`src/rtl/cache_mem_arbiter.sv`:
```
// cache_mem_arbiter: shares one RAM port between icache and dcache, dcache first with a starvation bound
module cache_mem_arbiter #(
    parameter int STARVE_LIMIT = 4,
    parameter int AW = 32,
    parameter int DW = 32
) (
    input  logic          i_clk,
    input  logic          i_rst,
    input  logic          i_iren,
    input  logic [AW-1:0] i_iaddr,
    output logic          o_iwait,
    output logic [DW-1:0] o_iload,
    input  logic          i_dren,
    input  logic          i_dwen,
    input  logic [AW-1:0] i_daddr,
    input  logic [DW-1:0] i_dstore,
    output logic          o_dwait,
    output logic [DW-1:0] o_dload,
    output logic          o_ramren,
    output logic          o_ramwen,
    output logic [AW-1:0] o_ramaddr,
    output logic [DW-1:0] o_ramstore,
    input  logic [DW-1:0] i_ramload,
    input  logic          i_ram_ready
);
    localparam int CW = $clog2(STARVE_LIMIT + 1);
    typedef enum logic [1:0] {IDLE, IACC, DACC} state_t;
    state_t          r_state;
    logic [CW-1:0]   r_starve;
    logic            w_dreq, w_starved, w_iacc, w_dacc;
    assign w_dreq    = i_dren | i_dwen;
    assign w_starved = i_iren && (r_starve == CW'(STARVE_LIMIT));
    assign w_iacc    = r_state == IACC;
    assign w_dacc    = r_state == DACC;
    // Strobes and waits follow the live request so an abandoned access drops out the same cycle
    assign o_ramren   = w_iacc ? i_iren : (w_dacc & i_dren & ~i_dwen);
    assign o_ramwen   = w_dacc & i_dwen;
    assign o_ramaddr  = w_iacc ? i_iaddr : w_dacc ? i_daddr : '0;
    assign o_ramstore = w_dacc ? i_dstore : '0;
    assign o_iwait    = ~(w_iacc & i_iren & i_ram_ready);
    assign o_dwait    = ~(w_dacc & w_dreq & i_ram_ready);
    assign o_iload    = i_ramload;
    assign o_dload    = i_ramload;
    always_ff @(posedge i_clk or posedge i_rst) begin
        if (i_rst) begin
            r_state  <= IDLE;
            r_starve <= '0;
        end else begin
            case (r_state)
                IDLE: begin
                    if (w_dreq && !w_starved) begin
                        r_state  <= DACC;
                        r_starve <= i_iren ? r_starve + 1'b1 : '0;
                    end else if (i_iren) begin
                        r_state  <= IACC;
                        r_starve <= '0;
                    end
                end
                IACC: if (i_ram_ready || !i_iren) r_state <= IDLE;
                DACC: if (i_ram_ready || !w_dreq) r_state <= IDLE;
                default: r_state <= IDLE;
            endcase
        end
    end
endmodule

```
`config.mk`:
```
export PLATFORM = sky130hd
export DESIGN_NAME = cache_mem_arbiter
export DESIGN_NICKNAME = d
export VERILOG_FILES = /design/src/rtl/cache_mem_arbiter.sv
export SDC_FILE = /design/constraint.sdc
export NUM_CORES = 1
export LEC_CHECK = 0
export ABC_CLOCK_PERIOD_IN_PS = 3900
export CELL_PAD_IN_SITES_DETAIL_PLACEMENT = 1
export CELL_PAD_IN_SITES_GLOBAL_PLACEMENT = 1
export CORE_UTILIZATION = 12
export DETAILED_ROUTE_END_ITERATION = 7
export HOLD_SLACK_MARGIN = 0.08
export PLACE_DENSITY_LB_ADDON = 0.1
export SLEW_MARGIN = 10
export SYNTH_ARGS = -nofsm -noshare
export SYNTH_HDL_FRONTEND = slang
export SYNTH_SLANG_ARGS = --single-unit
```
`constraint.sdc`:
```
create_clock -name i_clk -period 3.9 [get_ports i_clk]
set_clock_uncertainty 0.05 [all_clocks]
set_input_delay 0.78 -clock i_clk [delete_from_list [all_inputs] [get_ports i_clk]]
set_output_delay 0.78 -clock i_clk [all_outputs]
set_load 0.02 [all_outputs]
```
==> run metrics <==
HP Start=r_starve[1]; crit-path cells=nor2b_4, buf_4, a22o_1, clkdlybuf4s50_1; largest net degree at the start of global routing=34; CTS tree=yes; Combinational Power Share=around 73%; Yosys top cell by area=buf_4; PortBufs=169; grt ovf=0; clock power share=18.3%; Critical-path top delay cell=clkdlybuf4s50_1; Antenna diodes=0; Internal Dissipation=0.570 mW; P&R area growth vs syn=102%; Pleak=between 1 and 1.5 nW; Unique masters post-synth=24; drt pass-1 iters=4; DP Worst Slack=0.779 ns; final setup fails=0; area of the multi-input gates=672 sq um; most frequent cell after synthesis=buf_4; Starting Density=12.5%; # resized after CTS=0; sw power=0.363 mW; Max Fclk=0.315 GHz; Post-CTS Hold Buffers=0; Crit Path Class=reg2out; P per Cell Area=335 nW/um^2; Arrival @ worst endpoint=2.34 ns; Layout fillers=1286; share of cells above drive strength 1=under 10%; worst r2r dst=r_state[0]; placed cells=410; Crit Path Max Fanout=21; fin crit period=3.17 ns; reg-to-reg slack, setup=2.48 ns; all-layer global routing usage=9.01%; DR iter-0 viols=42; Final Wtd Congestion=~0.62; Die W=109 um; Max IR drop VDD=0.0806 mV; relative slew slack=69.1%; Sw Ratio=38.9%; initial antenna violation count=0; final wirelength=6150 um; vias in the first global route=1552; Post-Route Setup TNS=0 ns; Synth area leaders=buf_4 (36%), a22o_1 (21%), and2_1 (15%); post-synth top area share=36.4%; post-synthesis sequential area ratio=9.07%; core box area=11000 sq um; CTS Buffer Depth=2; dpl hpwl=5150 um; synthesis-stage register bit count=5; Syn Area/Cell=7.98 sq um; Via density=3.77; IO Count=roughly 270; FP Rows=38; Worst EP required=3.07 ns; Clock transition at path regs=about 0.040 ns; Seq pwr share=under 10%; Reg2Reg Depth=4; number of clock sinks=5; Post-synth EDFFs=0; final core occ=25.3%; HP Class=reg2reg; Synth Instances=173; Crit. End Element=primary output; die height=109 um; Final period util=81.4%; drt drc=0; outcome=finished, final reports clean; Die ar.=around 12000 sq um; Critical Path Max Stage Delay=roughly 0.62 ns; Commonest cells post-synth=buf_4 (67), a22o_1 (33), and2_1 (33); post-route setup slack=roughly 0.73 ns; Slew Viols, Final=0; crit start category=flop; clock latency on the worst-skew pair=between 0.2 and 0.25 ns; via count=around 1600; hold violation count in the final report=0; nets=411; register area=around 130 sq um; setup bufs post-CTS=0; TritonCTS Buffers=3; global-route wire length before repair=8110 um; post-route insts no fill=414; RSZ-0062 raised after global routing=false; worst r2r src=r_starve[0]; ys flop type=dfrtp_1; Final ANT Viol Nets=0; htree depth=1; total of max-cap violations=0; mapped cell area=1380 sq um; Yosys warnings=0; asr flop ratio synth=100%; CTS root buf=clkbuf_16; Hold Crit Depth=1; sink of the worst hold path=r_starve[1]; worst slew pin tran=0.463 ns; post-DR wirelength/cell=14.9 um; Syn Nets=309
## per-stage QoR
step	cell area, sq um	hold WS (ns)	total power, mW
after detailed placement	2710	0.495	0.776
after floorplan	1380	0.450	0.522
after global routing	2790	0.560	1.00
final	2790	0.498	0.933
after CTS	2790	0.506	0.953
after global placement	2710	0.488	0.777
## power groups by stage
stage          Combinational (mW)  Clock (mW)  Sequential [mW]
6_report                    0.678       0.171           0.0844
5_1_grt                     0.732       0.180           0.0888
4_1_cts                     0.693       0.176           0.0849
3_5_place_dp                0.691           0           0.0842
3_3_place_gp                0.692           0           0.0848
2_1_floorplan               0.443           0           0.0786
## worst max-delay path by stage
stage	from	end	depth (start not counted)
global placement	i_dwen	o_dwait	4
detailed placement	i_dwen	o_dwait	4
finish	r_state[1]	o_ramaddr[2]	4
floorplan	i_dwen	o_dwait	2
CTS	r_state[1]	o_ramaddr[2]	4
global route	r_state[1]	o_ramaddr[4]	4
## flip-flops by register name (all words and copies together), names as in the netlist
name	flops
r_starve	3
r_state	2
## per-layer routing
layer  up-vias  part of all wire [%]  GRT usage, %
met4         0                   1.4          3.05
met2       115                    53          17.6
li1        734                     -             -
met3        16                    11          1.79
met5         -                     0             0
met1       694                    35          9.45
## placed cells by master, fill, tap and decap left out
| cell | count |
|---|---|
| clkdlybuf4s50_1 | 169 |
| a22o_1 | 33 |
| and2_1 | 33 |
| inv_1 | 6 |
| dfrtp_1 | 5 |
| nor2_1 | 3 |
| clkbuf_16 | 3 |
| buf_4 | 3 |
| a2111oi_0 | 2 |
| ha_1 | 2 |
| nand3_1 | 1 |
| o31ai_1 | 1 |
| o21ai_1 | 1 |
| a2111oi_2 | 1 |
| mux2_2 | 1 |
| nor2b_4 | 1 |
| nor2b_2 | 1 |
| nand4b_1 | 1 |
| nand3b_1 | 1 |
| a32o_1 | 1 |
| a211oi_1 | 1 |
| nor3b_1 | 1 |
| a31oi_1 | 1 |
| o2bb2ai_1 | 1 |
| clkbuf_1 | 1 |
## area by class of cell
type,instances,share of cell area [%]
timing repair buffer,172,61.5
multi-input combinational,87,24.1
clock buffer,4,2.83
sequential,5,4.49
inverter,6,0.808
tap,140,6.28
## cells by family (layout without fill, tap and decap cells)
kind of cell	Yosys count	count (layout)	synth area share, %
flops	5	5	9.07
buf+inv	81	182	42.8
fa+ha+maj	2	2	1.81
simple gates	42	42	18.9
compound gates	42	42	26.6
mux	1	1	0.816
## worst max-delay path, delay by kind of cell, from the launching register on
family	cells	cell delay, ns
DFF	1	0.48
and+or+nand+nor	1	0.49
buffers and inverters	2	0.96
AOI/OAI and AO/OA	1	0.18
Power figures use the tool's default switching activity.
